$ cat src/rtl/thread_fetch_scheduler.sv
// Hardware-thread fetch scheduler: picks which hart's PC goes to the I-cache
// each cycle. Threads take turns in round-robin order, and each turn lasts a
// fixed number of accepted fetches. A thread that is inactive or stalled is
// skipped.
module thread_fetch_scheduler #(
  parameter int NUM_THREADS     = 2,
  parameter int NUM_THREADS_LOG = 1,
  parameter int QUANTUM         = 8
) (
  input  logic                       clk_i,
  input  logic                       rst_ni,
  input  logic                       flush_i,
  input  logic [NUM_THREADS-1:0]     thread_active_i,
  input  logic [NUM_THREADS-1:0]     thread_stall_i,
  input  logic                       fetch_ready_i,
  output logic                       fetch_valid_o,
  output logic [NUM_THREADS_LOG-1:0] fetch_tid_o,
  output logic                       switch_o,
  output logic                       idle_o
);

  localparam int CNT_W = $clog2(QUANTUM + 1);

  typedef enum logic {IDLE, RUN} state_e;

  state_e                     state_q;
  logic [NUM_THREADS_LOG-1:0] cur_tid_q;
  logic [CNT_W-1:0]           cnt_q;
  logic                       switch_q;

  logic [NUM_THREADS-1:0]     eligible;
  logic [NUM_THREADS_LOG-1:0] next_tid;
  logic                       other_exists;
  logic                       cur_eligible;
  logic                       any_eligible;
  logic                       accept;

  // Reduce a thread offset modulo the thread count so the scan wraps past the last hart
  function automatic logic [NUM_THREADS_LOG-1:0] wrap_tid(input int unsigned v);
    return NUM_THREADS_LOG'(v % NUM_THREADS);
  endfunction

  assign eligible      = thread_active_i & ~thread_stall_i;
  assign cur_eligible  = eligible[cur_tid_q];
  assign any_eligible  = |eligible;
  assign fetch_valid_o = (state_q == RUN) & cur_eligible & ~flush_i;
  assign accept        = fetch_valid_o & fetch_ready_i;
  assign fetch_tid_o   = cur_tid_q;
  assign switch_o      = switch_q;
  assign idle_o        = (state_q == IDLE);

  // Find the nearest eligible thread after the current one. The scan runs from far to near so the nearest candidate is written last and wins.
  always_comb begin
    next_tid     = cur_tid_q;
    other_exists = 1'b0;
    for (int k = NUM_THREADS - 1; k >= 1; k--) begin
      if (eligible[wrap_tid(int'(cur_tid_q) + k)]) begin
        next_tid     = wrap_tid(int'(cur_tid_q) + k);
        other_exists = 1'b1;
      end
    end
  end

  // Scheduler FSM: quantum counting, thread hand-off and the registered switch pulse
  always_ff @(posedge clk_i or negedge rst_ni) begin
    if (!rst_ni) begin
      state_q   <= IDLE;
      cur_tid_q <= '0;
      cnt_q     <= '0;
      switch_q  <= 1'b0;
    end else begin
      switch_q <= 1'b0;
      case (state_q)
        IDLE: begin
          cnt_q <= '0;
          if (any_eligible) begin
            state_q <= RUN;
          end
          if (!cur_eligible && other_exists) begin
            cur_tid_q <= next_tid;
            switch_q  <= 1'b1;
          end
        end
        RUN: begin
          if (flush_i) begin
            cnt_q <= '0;
          end else if (!any_eligible) begin
            state_q <= IDLE;
            cnt_q   <= '0;
          end else if (!cur_eligible) begin
            cur_tid_q <= next_tid;
            switch_q  <= 1'b1;
            cnt_q     <= '0;
          end else if (accept && (cnt_q == CNT_W'(QUANTUM - 1))) begin
            cnt_q <= '0;
            if (other_exists) begin
              cur_tid_q <= next_tid;
              switch_q  <= 1'b1;
            end
          end else if (accept) begin
            cnt_q <= cnt_q + 1'b1;
          end
        end
        default: state_q <= IDLE;
      endcase
    end
  end

endmodule

$ cat config.mk
export PLATFORM = sky130hd
export DESIGN_NAME = thread_fetch_scheduler
export DESIGN_NICKNAME = d
export VERILOG_FILES = /design/src/rtl/thread_fetch_scheduler.sv
export SDC_FILE = /design/constraint.sdc
export NUM_CORES = 1
export LEC_CHECK = 0
export CAP_MARGIN = 10
export CORE_AREA = 8 8 45 47
export DETAILED_ROUTE_END_ITERATION = 6
export DIE_AREA = 0 0 53 55
export GPL_TIMING_DRIVEN = 0
export PLACE_DENSITY = 0.65
export SYNTH_ARGS = -nofsm -noshare
export SYNTH_HDL_FRONTEND = slang
export SYNTH_SLANG_ARGS = --single-unit
$ cat constraint.sdc
create_clock -name clk_i -period 1.65 [get_ports clk_i]
set_clock_uncertainty 0.2 [all_clocks]
set_input_delay 0.33 -clock clk_i [delete_from_list [all_inputs] [get_ports clk_i]]
set_output_delay 0.33 -clock clk_i [all_outputs]
set_load 0.03 [all_outputs]
==> flow_summary.yaml <==
floorplanning:
  die_w_um: 53
  io_pins: 12
  die_height_um: 55
  die-area_um2: 2915
  core_um2: 1384
  rows: 14
  start_util_pct: 32.46
routing:
  ant_nets: 0
  highest_layer: "met4"
  vias: 396
  wl_per_cell_um: 14.36
  drt-initial-drc-count: 5
  drt_first_pass_iters: 2
  drt-met1-wl_um: 436
  routed_via_density: 5.143
  met2_length_um: 513
  routed_wirelength_um: 1106
  routed-wl-met3_um: 129
  drc: 0
yosys:
  yosysTopAreaCell: "dfrtp_1"
  synthCells: 44
  synth.avg_cell_area_um2: 10.21
  syn-num-nets: 53
  synth_area_um2: 449.2
  ys.warnings.count: 0
  synth-edff-count: 0
  synth_top_flop_cell: "dfrtp_1"
  ys_seq_area_share_pct: 39.00
  ys_types: 28
  post-synth-top-count-cell: "dfrtp_1"
  synth.area.top_cells: "dfrtp_1 39%, nand2b_1 4.2%, xor2_1 3.9%"
  synth.top_cells.by_count: "7 x dfrtp_1, 4 x inv_1, 3 x nand2_1, 3 x nand2b_1"
  yosys.area.top_type_share_pct: 39.00
  synth_seq_cells: 7
  synth-async-reset-ratio_pct: 100.0
clock_network:
  cts_sinks: 7
  path_clk_slew_ps: 60
  cts_hold_buf: 0
  numCtsBuffers: 3
  worstSkewPairLatency_ps: 270
  ctsLongestPathBuffers: 2
  tritoncts: "done"
  h-tree-depth: 1
  cts_root_buffer: "clkbuf_4"
status:
  run_status: "finished, violations left"
  violations: "setup timing"
power:
  power.total_w: 0.0004962
  ir_drop_mv: 0.3924
  power_density_nw_per_um2: 765.6
  p_leak_nw: 0.3023
global_routing:
  antenna_found_initial: 0
  grt_pass1_vias: 416
  grt_max_degree: 8
  grt_usage_pct: 8.846
  grt_pass1_wl_um: 1828
  overflow: 0
placed_design:
  dp_hpwl_um: 771
  post-place-ws_ps: -845.4
  dpl_cell_area_um2: 580.6
  gp_congestion: 0.6493
  portBuffers: 11
critical_path:
  critPathRequiredTime_ps: 1120
  reg2regPathDepth: 4
  cp.arrival_ps: 1260
  cp_max_fo: 5
  reg2reg_from: "cnt_q[0]"
  critPathKind: "reg -> out"
  end_kind: "output pin"
  reg2reg_to: "fetch_tid_o"
  start_kind: "flip-flop"
  rrSetupSlack_ps: 140
sta:
  finalSetupViolCount: 1
  hold_viol: 0
  setup_ws_ps: -144.6
  fmax_mhz: 557.2
  grt_setup_unrepaired: "true"
  period_minus_slack_ps: 1795
  slew_viol_final: 0
  tns_ps: -144.6
  holdWs_ps: 124.0
  worst_pin_slew_ps: 342.4
  relSlewSlack_pct: 77.10
  timing.final.crit_share_pct: 108.8
cells_and_area:
  layout-drive-gt1-share_pct: 31.15
  fill_cells: 134
  diodes: 0
  area_growth_pct: 44.29
  fin_area_um2: 648.1
  final_nets: 71
worst_hold_path:
  hold_class: "in -> async"
run:
  cap_viol_max_count: 0
[flip-flops by register name, summed over array words and instances (netlist names)]
register	count
cnt_q	4
fetch_tid_o	1
state_q	1
switch_o	1
[kinds of logic after synthesis]
kind of cell / count (synthesis) / share of synthesized area, %
multiplexers: 1 / 2.229
AO/OA/AOI/OAI: 10 / 20.61
buffers and inverters: 4 / 3.342
flip-flops: 7 / 39.00
XOR/XNOR: 2 / 3.900
adder cells (fa/ha/maj): 1 / 2.785
AND/OR/NAND/NOR: 19 / 28.14
[placed cells by master, fill, tap and decap left out, types with 2 or more instances in the layout]
cell type        instances
inv_1                    3
nand2b_1                 3
dlymetal6s2s_1           2
dfrtp_1                  6
xor2_1                   2
clkbuf_4                 3
dlygate4sd2_1            3
clkdlybuf4s50_1          3
buf_4                    2
nand2_1                  3
nor2_1                   2
[report_power, final]
group,leakage (nW),switching [W],internal [W]
sequential,0.0911,0.0000125,0.000183
combinational,0.193,0.0000695,0.0000590
clock,0.0177,0.0000830,0.0000897
total,0.302,0.000165,0.000331
[critical path, cell delays in order, from the launching register on]
cell     delay, ps
dfrtp_2        450
and3b_2        230
o21ai_4        140
inv_2           50
buf_6          130
[metrics by stage]
stage | util (%) | cells
after floorplan | - | 44
after global placement | 41.95 | 71
final | 46.84 | 77
after CTS | 45.12 | 76
after detailed placement | 41.95 | 71
after global routing | 46.84 | 77
[final cells by class]
| class | instances | area, um2 | share of cell area (%) |
|---|---|---|---|
| Multi-Input combinational cell | 33 | 286.5 | 44.21 |
| Sequential cell | 7 | 176.4 | 27.22 |
| Timing Repair Buffer | 13 | 122.6 | 18.92 |
| Clock buffer | 3 | 22.52 | 3.475 |
| Tap cell | 16 | 20.02 | 3.089 |
| Inverter | 4 | 15.01 | 2.317 |
| Clock inverter | 1 | 5.005 | 0.7722 |
[how the worst max path moves through the flow]
stage	from	endpoint	slack (ps)
floorplan	fetch_tid_o	fetch_valid_o	30
global placement	thread_stall_i[1]	fetch_valid_o	-840
detailed placement	thread_stall_i[1]	fetch_valid_o	-850
CTS	thread_active_i[0]	fetch_valid_o	-230
global route	fetch_tid_o	fetch_valid_o	-190
finish	fetch_tid_o	fetch_valid_o	-140
[layer usage]
| metal | up-vias | global-route usage (%) |
|---|---|---|
| met4 | 0 | 6.466 |
| met5 | - | 0 |
| met1 | 185 | 8.796 |
| met3 | 4 | 4.813 |
| li1 | 194 | - |
| met2 | 13 | 13.87 |
[timing repair]
action | CTS | global route
buffers inserted | 1 | 1
endpoints found under the setup margin | 4 | 2
gates resized for setup | 16 | 8
pin swaps | 1 | 2
Note: power is estimated with default switching activity, not from simulation.
